[config.mk]
export PLATFORM = sky130hd
export DESIGN_NAME = branch_resolve_unit_flat
export DESIGN_NICKNAME = d
export VERILOG_FILES = /design/src/rtl/branch_resolve_unit_if.sv /design/src/rtl/branch_resolve_unit.sv /design/src/flat_wrapper.sv
export SDC_FILE = /design/constraint.sdc
export NUM_CORES = 1
export LEC_CHECK = 0
export CAP_MARGIN = 20
export CORE_MARGIN = 3
export CORE_UTILIZATION = 45
export CTS_CLUSTER_SIZE = 24
export DETAILED_ROUTE_END_ITERATION = 7
export DONT_BUFFER_PORTS = 1
export SLEW_MARGIN = 10
export SYNTH_ARGS = -nofsm -noshare
export SYNTH_HDL_FRONTEND = slang
export SYNTH_SLANG_ARGS = --single-unit
[constraint.sdc]
create_clock -name clk -period 5.55 [get_ports clk]
set_input_delay 1.3875 -clock clk [delete_from_list [all_inputs] [get_ports clk]]
set_output_delay 1.3875 -clock clk [all_outputs]
set_load 0.03 [all_outputs]
[src/rtl/branch_resolve_unit_if.sv]
// EX-stage branch bus: ALU flags and operands in, redirect handshake back to fetch.
// The pipeline/fetch side is the master; the branch resolve unit is the slave.
interface branch_resolve_unit_if #(
    parameter int XLEN = 32
);
    logic            ex_valid;
    logic            ex_is_branch;
    logic            ex_is_jal;
    logic            ex_is_jalr;
    logic [2:0]      ex_funct3;
    logic            zero_flag;
    logic            sign_flag;
    logic            overflow_flag;
    logic            carry_flag;
    logic [XLEN-1:0] ex_pc;
    logic [XLEN-1:0] ex_imm;
    logic [XLEN-1:0] ex_alu_result;
    logic            ex_pred_taken;
    logic [XLEN-1:0] ex_pred_pc;
    logic            redirect_valid;
    logic [XLEN-1:0] redirect_pc;
    logic            redirect_ready;

    modport master (
        output ex_valid, ex_is_branch, ex_is_jal, ex_is_jalr, ex_funct3,
               zero_flag, sign_flag, overflow_flag, carry_flag,
               ex_pc, ex_imm, ex_alu_result, ex_pred_taken, ex_pred_pc,
               redirect_ready,
        input  redirect_valid, redirect_pc
    );

    modport slave (
        input  ex_valid, ex_is_branch, ex_is_jal, ex_is_jalr, ex_funct3,
               zero_flag, sign_flag, overflow_flag, carry_flag,
               ex_pc, ex_imm, ex_alu_result, ex_pred_taken, ex_pred_pc,
               redirect_ready,
        output redirect_valid, redirect_pc
    );
endinterface

[src/rtl/branch_resolve_unit.sv]
// Resolves conditional branches and JAL/JALR from ALU flags, detects mispredicts,
// drives a held redirect to fetch, then flushes younger stages for FLUSH_CYCLES cycles.
module branch_resolve_unit #(
    parameter int XLEN         = 32,
    parameter int FLUSH_CYCLES = 2,
    parameter int CNT_W        = 16
) (
    input  logic                 clk,
    input  logic                 rst,
    branch_resolve_unit_if.slave bus,
    output logic                 flush_if_id,
    output logic                 flush_id_ex,
    output logic                 stall_ex,
    output logic [CNT_W-1:0]     branch_count,
    output logic [CNT_W-1:0]     mispredict_count
);
    localparam int FC_W = $clog2(FLUSH_CYCLES + 1) + 1;

    typedef enum logic [1:0] {
        IDLE,
        REDIRECT,
        FLUSH
    } state_t;

    state_t          state_q, state_d;
    logic [FC_W-1:0] flush_cnt_q, flush_cnt_d;
    logic [XLEN-1:0] redirect_pc_q, redirect_pc_d;
    logic            redirect_valid_q;
    logic            flush_q;
    logic [CNT_W-1:0] branch_cnt_q, mispred_cnt_q;

    logic            resolve;
    logic            cond_taken;
    logic            taken;
    logic            mispredict;
    logic [XLEN-1:0] target;
    logic [XLEN-1:0] next_pc;

    // Flags come from A-B: signed less-than is sign^overflow, unsigned less-than is no carry-out.
    always_comb begin
        // NOTE: every always_comb output gets a default first so no path can infer a latch.
        cond_taken = 1'b0;
        case (bus.ex_funct3)
            3'b000:  cond_taken = bus.zero_flag;
            3'b001:  cond_taken = ~bus.zero_flag;
            3'b100:  cond_taken = bus.sign_flag ^ bus.overflow_flag;
            3'b101:  cond_taken = ~(bus.sign_flag ^ bus.overflow_flag);
            3'b110:  cond_taken = ~bus.carry_flag;
            3'b111:  cond_taken = bus.carry_flag;
            default: cond_taken = 1'b0;
        endcase
    end

    assign resolve = (state_q == IDLE) && bus.ex_valid &&
                     (bus.ex_is_branch || bus.ex_is_jal || bus.ex_is_jalr);
    assign taken   = bus.ex_is_jalr || bus.ex_is_jal || cond_taken;
    assign target  = bus.ex_is_jalr ? {bus.ex_alu_result[XLEN-1:1], 1'b0}
                                    : bus.ex_pc + bus.ex_imm;
    assign next_pc = taken ? target : bus.ex_pc + XLEN'(4);
    assign mispredict = resolve &&
                        ((taken != bus.ex_pred_taken) ||
                         (taken && (target != bus.ex_pred_pc)));

    always_comb begin
        state_d       = state_q;
        flush_cnt_d   = flush_cnt_q;
        redirect_pc_d = redirect_pc_q;
        case (state_q)
            IDLE: begin
                if (mispredict) begin
                    state_d       = REDIRECT;
                    redirect_pc_d = next_pc;
                end
            end
            REDIRECT: begin
                // redirect_valid is always high in this state, so ready alone completes the handshake.
                if (bus.redirect_ready) begin
                    if (FLUSH_CYCLES == 0) begin
                        state_d = IDLE;
                    end else begin
                        state_d     = FLUSH;
                        flush_cnt_d = FC_W'(FLUSH_CYCLES);
                    end
                end
            end
            FLUSH: begin
                if (flush_cnt_q <= FC_W'(1)) state_d = IDLE;
                else                         flush_cnt_d = flush_cnt_q - FC_W'(1);
            end
            default: state_d = IDLE;
        endcase
    end

    always_ff @(posedge clk) begin
        // NOTE: sequential state uses non-blocking assignments so every register sees pre-edge values.
        if (rst) begin
            state_q          <= IDLE;
            flush_cnt_q      <= '0;
            redirect_pc_q    <= '0;
            redirect_valid_q <= 1'b0;
            flush_q          <= 1'b0;
            branch_cnt_q     <= '0;
            mispred_cnt_q    <= '0;
        end else begin
            state_q          <= state_d;
            flush_cnt_q      <= flush_cnt_d;
            redirect_pc_q    <= redirect_pc_d;
            redirect_valid_q <= (state_d == REDIRECT);
            flush_q          <= (state_d != IDLE);
            if (resolve && (branch_cnt_q != '1))
                branch_cnt_q <= branch_cnt_q + CNT_W'(1);
            if (mispredict && (mispred_cnt_q != '1))
                mispred_cnt_q <= mispred_cnt_q + CNT_W'(1);
        end
    end

    assign bus.redirect_valid = redirect_valid_q;
    assign bus.redirect_pc    = redirect_pc_q;
    assign flush_if_id        = flush_q;
    assign flush_id_ex        = flush_q;
    assign stall_ex           = flush_q;
    assign branch_count       = branch_cnt_q;
    assign mispredict_count   = mispred_cnt_q;
endmodule

[src/flat_wrapper.sv]
// flat-port wrapper written by rule: the top's interface ports become plain ports
module branch_resolve_unit_flat 
#(
    parameter int XLEN         = 32,
    parameter int FLUSH_CYCLES = 2,
    parameter int CNT_W        = 16
)
  (clk, rst, flush_if_id, flush_id_ex, stall_ex, branch_count, mispredict_count, bus_ex_valid, bus_ex_is_branch, bus_ex_is_jal, bus_ex_is_jalr, bus_ex_funct3, bus_zero_flag, bus_sign_flag, bus_overflow_flag, bus_carry_flag, bus_ex_pc, bus_ex_imm, bus_ex_alu_result, bus_ex_pred_taken, bus_ex_pred_pc, bus_redirect_ready, bus_redirect_valid, bus_redirect_pc);
  branch_resolve_unit_if #(.XLEN(XLEN)) bus_i ();
  input  logic clk;
  input  logic rst;
  output logic flush_if_id;
  output logic flush_id_ex;
  output logic stall_ex;
  output logic [CNT_W-1:0] branch_count;
  output logic [CNT_W-1:0] mispredict_count;
  input wire logic [$bits(bus_i.ex_valid)-1:0] bus_ex_valid;
  input wire logic [$bits(bus_i.ex_is_branch)-1:0] bus_ex_is_branch;
  input wire logic [$bits(bus_i.ex_is_jal)-1:0] bus_ex_is_jal;
  input wire logic [$bits(bus_i.ex_is_jalr)-1:0] bus_ex_is_jalr;
  input wire logic [$bits(bus_i.ex_funct3)-1:0] bus_ex_funct3;
  input wire logic [$bits(bus_i.zero_flag)-1:0] bus_zero_flag;
  input wire logic [$bits(bus_i.sign_flag)-1:0] bus_sign_flag;
  input wire logic [$bits(bus_i.overflow_flag)-1:0] bus_overflow_flag;
  input wire logic [$bits(bus_i.carry_flag)-1:0] bus_carry_flag;
  input wire logic [$bits(bus_i.ex_pc)-1:0] bus_ex_pc;
  input wire logic [$bits(bus_i.ex_imm)-1:0] bus_ex_imm;
  input wire logic [$bits(bus_i.ex_alu_result)-1:0] bus_ex_alu_result;
  input wire logic [$bits(bus_i.ex_pred_taken)-1:0] bus_ex_pred_taken;
  input wire logic [$bits(bus_i.ex_pred_pc)-1:0] bus_ex_pred_pc;
  input wire logic [$bits(bus_i.redirect_ready)-1:0] bus_redirect_ready;
  output wire logic [$bits(bus_i.redirect_valid)-1:0] bus_redirect_valid;
  output wire logic [$bits(bus_i.redirect_pc)-1:0] bus_redirect_pc;
  assign bus_i.ex_valid = bus_ex_valid;
  assign bus_i.ex_is_branch = bus_ex_is_branch;
  assign bus_i.ex_is_jal = bus_ex_is_jal;
  assign bus_i.ex_is_jalr = bus_ex_is_jalr;
  assign bus_i.ex_funct3 = bus_ex_funct3;
  assign bus_i.zero_flag = bus_zero_flag;
  assign bus_i.sign_flag = bus_sign_flag;
  assign bus_i.overflow_flag = bus_overflow_flag;
  assign bus_i.carry_flag = bus_carry_flag;
  assign bus_i.ex_pc = bus_ex_pc;
  assign bus_i.ex_imm = bus_ex_imm;
  assign bus_i.ex_alu_result = bus_ex_alu_result;
  assign bus_i.ex_pred_taken = bus_ex_pred_taken;
  assign bus_i.ex_pred_pc = bus_ex_pred_pc;
  assign bus_i.redirect_ready = bus_redirect_ready;
  assign bus_redirect_valid = bus_i.redirect_valid;
  assign bus_redirect_pc = bus_i.redirect_pc;
  branch_resolve_unit #(.XLEN(XLEN), .FLUSH_CYCLES(FLUSH_CYCLES), .CNT_W(CNT_W)) u_core (.clk(clk), .rst(rst), .bus(bus_i), .flush_if_id(flush_if_id), .flush_id_ex(flush_id_ex), .stall_ex(stall_ex), .branch_count(branch_count), .mispredict_count(mispredict_count));
endmodule
# Yosys cells after proc, flatten, opt, wreduce, memory -nomap -nowiden
# Cells that the tools add are included.
classes:
  addsub: 5
  magnitude_cmp: 1
  n_eq_ne: 14
  mux: 10
  bitwise_logic: 4
  reduce_logical: 17
op_table:
  columns: ["cell", "n"]
  rows:
  - ["2-to-1 mux 32 bit", 2]
  - ["adder 16 x 1 -> 16 bit, second input constant", 2]
  - ["adder 32 x 3 -> 32 bit, second input constant", 1]
  - ["adder 32 bit", 1]
  - ["inequality test 16 bit, second input constant", 2]
  - ["inequality test 32 bit", 1]
  - ["== test 3 bit, second input constant", 4]
  - ["logical AND 1 bit", 6]
  - ["2-to-1 mux 2 bit", 3]
  - ["2-to-1 mux 3 bit", 2]
  - ["one-hot mux 1 bit (6 select lines)", 1]
  - ["one-hot mux 2 bit (3 select lines)", 1]
  - ["one-hot mux 3 bit (2 select lines)", 1]
  - ["logical OR 1 bit", 5]
  - ["== test 2 x 1 -> 1 bit, second input constant", 2]
  - ["inequality test 2 bit, second input constant", 2]
  - ["nonzero test 2 bit", 2]
  - ["== test 3 x 1 -> 1 bit, second input constant", 1]
  - ["less-or-equal comparator 3 x 1 -> 1 bit, second input constant", 1]
  - ["logical NOT 3 bit", 1]
  - ["inverter 1 bit", 3]
  - ["AND reduction 3 bit", 1]
  - ["subtractor 3 x 1 -> 3 bit, second input constant", 1]
  - ["== test 2 bit, second input constant", 1]
  - ["4 further kinds", 4]
word_totals:
  ff_bits: 71
  input_bits: 143
  output_inout_bits: 68
  word_cells: 58

# Logic depth before layout (Yosys ltp)
# Gate-level depths: netlist of the first run.
logic_depth:
  ltp_word: 10
  mapped_depth: 16
  ltp_nobuf: 14

# Worst setup path after synthesis of the first run
# OpenSTA, ideal clock, no wires.
synth_path:
  kind: "input -> register"
  start: "input port bus_ex_imm[4]"
  end: "register u_core.mispred_cnt_q[0] (netlist: u_core.mispredict_count[0])"
  setup_ns: 0.121
  t_arrival_ns: 4.716
  path_slack_ns: 0.713
  cell_stages: 14
  n_path_buf: 2
  path_cell_list: "ha_1 and2_4 a221oi_4 a211oi_1 or3_1 buf_2 or4_4 a31o_1 a2111oi_2 o211ai_1 and4b_1 buf_6 nor2_1 mux2_4"
synth_via:
  elab_chain_cells: 7
synth_lines:
  columns: ["element", "line_no", "rtl"]
  rows:
  - ["start, declared", "flat_wrapper.sv:27", "input wire logic [$bits(bus_i.ex_imm)-1:0] bus_ex_imm;"]
  - ["adder 32 bit", "branch_resolve_unit.sv:58", ": bus.ex_pc + bus.ex_imm;"]
  - ["2-to-1 mux 32 bit", "branch_resolve_unit.sv:57", "assign target = bus.ex_is_jalr ? {bus.ex_alu_result[XLEN-1:1], 1'b0}"]
  - ["inequality test 32 bit", "branch_resolve_unit.sv:62", "(taken && (target != bus.ex_pred_pc)));"]
  - ["logical AND 1 bit", "branch_resolve_unit.sv:62", null]
  - ["logical OR 1 bit", "branch_resolve_unit.sv:61", "((taken != bus.ex_pred_taken) ||"]
  - ["logical AND 1 bit", "branch_resolve_unit.sv:60", "assign mispredict = resolve &&"]
  - ["logical AND 1 bit", "branch_resolve_unit.sv:112", "if (mispredict && (mispred_cnt_q != '1))"]
  - ["end signal, assigned", "branch_resolve_unit.sv:113", "mispred_cnt_q <= mispred_cnt_q + CNT_W'(1);"]
  - ["end, declared", "branch_resolve_unit.sv:30", "logic [CNT_W-1:0] branch_cnt_q, mispred_cnt_q;"]
# Every way passes these cells.
# A chain may end at the register's enable or synchronous reset.

# Final worst setup path of the first run
layout_path:
  start: "input port bus_ex_imm[0]"
  end: "register u_core.mispred_cnt_q[0] (netlist: u_core.mispredict_count[0])"
# The elaborated chain is that of the path after synthesis.

==> metrics.md, run 1 <==
| Metric | Value |
|---|---|
| Run status | `complete, no violations` |
| Hpwl dp | `around 19000 microns` |
| Synth Cell Area | `0.00723 sq mm` |
| Gpl congestion | `0.923` |
| Placed cell area | `0.00742 sq mm` |
| Ys flop type | `dfxtp_1` |
| Worst VDD drop | `150 uV` |
| DRC errors left | `0` |
| Clock Tree Buf Depth | `2` |
| Syn Nets | `around 1200` |
| Via count | `7188` |
| Synth top area cells | `dfxtp_1, ha_1, xnor2_1` |
| Die H | `133 microns` |
| Most common cell after layout, fill and taps aside | `nand2_1` |
| Reg clk slew, reported paths | `0.05 ns` |
| 1st-iter DRT viols | `441` |
| CTS Root Cell | `clkbuf_16` |
| Most frequent cells in the layout | `nand2_1, a21oi_1, nor2_1` |
| Gate Count Post-Synth | `996` |
| Ports | `211` |
| Cell area after layout | `0.00770 sq mm` |
| WHS Path Cells | `2` |
| Met1 Wirelength | `around 10000 microns` |
| Worst hold start | `u_core.flush_cnt_q[1]` |
| Die area | `approximately 0.018 sq mm` |
| Die Width | `~130 microns` |
| Total power | `1.67 mW` |
| Worst skew pair latency | `about 0.33 ns` |
| Top-area cell type share of the netlist area | `19.7%` |
| Clock sink count | `71` |
| Crit start category | `input port` |
| Max Fclk | `slightly below 200 MHz` |
| Pwr Density | `roughly 220 mW/mm^2` |
| Crit path arrival time | `5.24 ns` |
| DRT antenna net count | `0` |
| Drt pass-1 iters | `5` |
| Buffers on Ports | `0` |
| Area delta synth->final | `6.45%` |
| Final WL | `23200 microns` |
| Ys Warns | `0` |
| Worst hold-check path type | `register to register` |
| Fin Hold WS | `0.501 ns` |
| Total gr overflow | `0` |
| Max Clock Skew | `0.00381 ns` |
| Antenna Cells | `0` |
| Worst-path fanout max | `24` |
| Vias in the first global route | `6647` |
| Crit share post-route | `90.6%` |
| Setup TNS | `0 ns` |
| Met3 Routed Length | `1840 microns` |
| Number of synthesized flops with an enable pin | `0` |
| TritonCTS clock tree | `done` |
| First-pass GRT wire length | `36200 microns` |
| Avg Synthesized Cell Area | `7.26 sq um` |
| Largest net degree at the start of global routing | `about 100` |
| H-tree Lvls | `3` |
| Place WS | `0.207 ns` |
| Reg2reg path depth | `5` |
| Final Hold Viols | `0` |
| Nets | `~1100` |
| Critical Path RT | `5.76 ns` |
| CTS Hold Bufs | `0` |
| Vias per cell | `6.08` |
| Hold-critical path endpoint | `u_core.flush_cnt_q[1]` |
| Uppermost layer routed | `met4` |
| # placed instances | `1167` |
| WL met2 | `10600 microns` |
| Total CTS buffers | `9` |
| Post-CTS Setup Bufs | `0` |
| Max cap viols | `0` |
| WL/cell | `19.6 microns` |
| FF+latch count, synth | `71` |
| FF-to-FF Start | `u_core.state_q[1]` |
| Critical R2R Capture | `u_core.bus.redirect_pc[26]` |
| Worst slew pin tran | `1.06 ns` |
| Time the worst path needs with I/O delays and setup | `5.03 ns` |
| Final setup violation count | `0` |
| Post-synth top area cell | `dfxtp_1` |
| Post-Layout Cell Count | `1183` |
| Cells resized by post-CTS repair | `0` |
| Share of cells above drive strength 1 | `slightly above 5%` |
| Critical path type | `input port to register` |
| Static Leak | `about 2.7 nW` |
| Crit end category | `register` |
| Slew HR | `around 28%` |
| Seq/Total Area, Yosys | `19.7%` |
| Max-slew violations | `0` |
| Distinct cells, synth | `72` |
| Num rows | `45` |
| Core ar. | `0.0155 sq mm` |
| Post-layout util | `49.7%` |
| R2r setup slk | `around 2.7 ns` |
| Initial antenna violation count | `0` |
| Synth async-reset ratio | `0%` |
| Unrepaired setup endpoints after global routing | `false` |
| Final setup margin | `0.519 ns` |
| Total GRT Usage | `25.4%` |
| Initial Util | `46.7%` |
==> cells by family after synthesis <==
family                     Yosys count  synth area share (%)
adders and majority gates           36                  6.33
AOI/OAI and AO/OA                  308                  27.5
muxes                               18                  2.63
buffers and inverters               86                  4.93
DFF                                 71                  19.7
xor gates and xnor gates            90                  11.5
and+or+nand+nor                    387                  27.5
==> synth_stat cells (12+ instances only) <==
cell,count
nand4_1,34
xnor2_1,48
a211oi_1,17
or4_1,12
nor2_1,80
o31ai_1,38
nor3_1,20
clkbuf_1,46
nand2b_1,22
nand3_1,37
mux2i_1,13
nor2b_1,29
a21oi_1,82
o21ai_0,73
o211ai_1,19
xor2_1,39
ha_1,35
inv_1,22
or3_1,18
nand2_1,89
dfxtp_1,71
==> power breakdown <==
part	internal, mW	switching [mW]	total, mW
Clock	0.323	0.202	0.526
Sequential	0.540	0.0850	0.625
Combinational	0.220	0.302	0.522
Total	1.08	0.589	1.67
==> how the worst max path moves through the flow <==
stage,endpoint,cells after the start,start,slack (ns)
2_1_floorplan,u_core.mispredict_count[0],14,bus_ex_imm[4],0.71
3_3_place_gp,u_core.bus.redirect_pc[26],15,bus_ex_imm[0],0.23
3_5_place_dp,u_core.bus.redirect_pc[31],15,bus_ex_imm[0],0.21
4_1_cts,u_core.mispredict_count[6],16,bus_ex_imm[0],0.55
5_1_grt,u_core.mispredict_count[10],14,bus_ex_imm[7],0.24
6_report,u_core.mispredict_count[0],16,bus_ex_imm[0],0.52
==> critical path, stage by stage <==
cell       delay (ns)
ha_1             0.14
inv_1            0.05
fa_1             0.40
nand2b_1         0.21
a21oi_1          0.37
o21ai_1          0.31
a21oi_1          0.24
a31oi_1          0.14
xnor2_1          0.20
a211o_1          0.31
a2111oi_0        0.46
buf_4            0.19
and4b_1          0.25
buf_12           0.17
nor2_1           0.09
mux2_4           0.30
==> cell type report <==
| type | instances | area [sq um] |
|---|---|---|
| tap | 211 | 264 |
| timing repair buffer | 23 | 185 |
| multi-input combinational | 839 | 5460 |
| inverter | 23 | 86.3 |
| clock inverter | 4 | 20.0 |
| fill | 1571 | 7790 |
| sequential | 71 | 1420 |
| clock buffer | 12 | 256 |
==> sequential cells by signal (all words and copies together), names as in the netlist <==
signal                     count
u_core.bus.redirect_pc        32
u_core.branch_count           16
u_core.mispredict_count       16
u_core.flush_cnt_q             3
u_core.state_q                 2
u_core.bus.redirect_valid      1
u_core.flush_id_ex             1
==> routing by layer <==
layer	vias to the layer above	track usage, %
li1	3620	-
met1	3289	34.3
met2	247	40.6
met3	32	5.86
met4	0	7.22
met5	-	0
(Power assumes the default switching activity.)
==> run 2: changes to the inputs <==
--- a/config.mk
+++ b/config.mk
@@ -8,6 +8,7 @@
 export CAP_MARGIN = 20
 export CORE_MARGIN = 3
 export CORE_UTILIZATION = 45
+export CTS_CLUSTER_DIAMETER = 200
 export CTS_CLUSTER_SIZE = 24
 export DETAILED_ROUTE_END_ITERATION = 7
 export DONT_BUFFER_PORTS = 1
@@ -15,3 +16,4 @@
 export SYNTH_ARGS = -nofsm -noshare
 export SYNTH_HDL_FRONTEND = slang
 export SYNTH_SLANG_ARGS = --single-unit
+export TNS_END_PERCENT = 30
==> results of run 2 <==
The final DEF is identical to that of run 1; final timing and power are the same.
==> run 3: changes to the inputs <==
--- a/config.mk
+++ b/config.mk
@@ -5,7 +5,6 @@
 export SDC_FILE = /design/constraint.sdc
 export NUM_CORES = 1
 export LEC_CHECK = 0
-export CAP_MARGIN = 20
 export CORE_MARGIN = 3
 export CORE_UTILIZATION = 45
 export CTS_CLUSTER_DIAMETER = 200
==> results of run 3 <==
The final DEF is identical to that of run 1; final timing and power are the same.
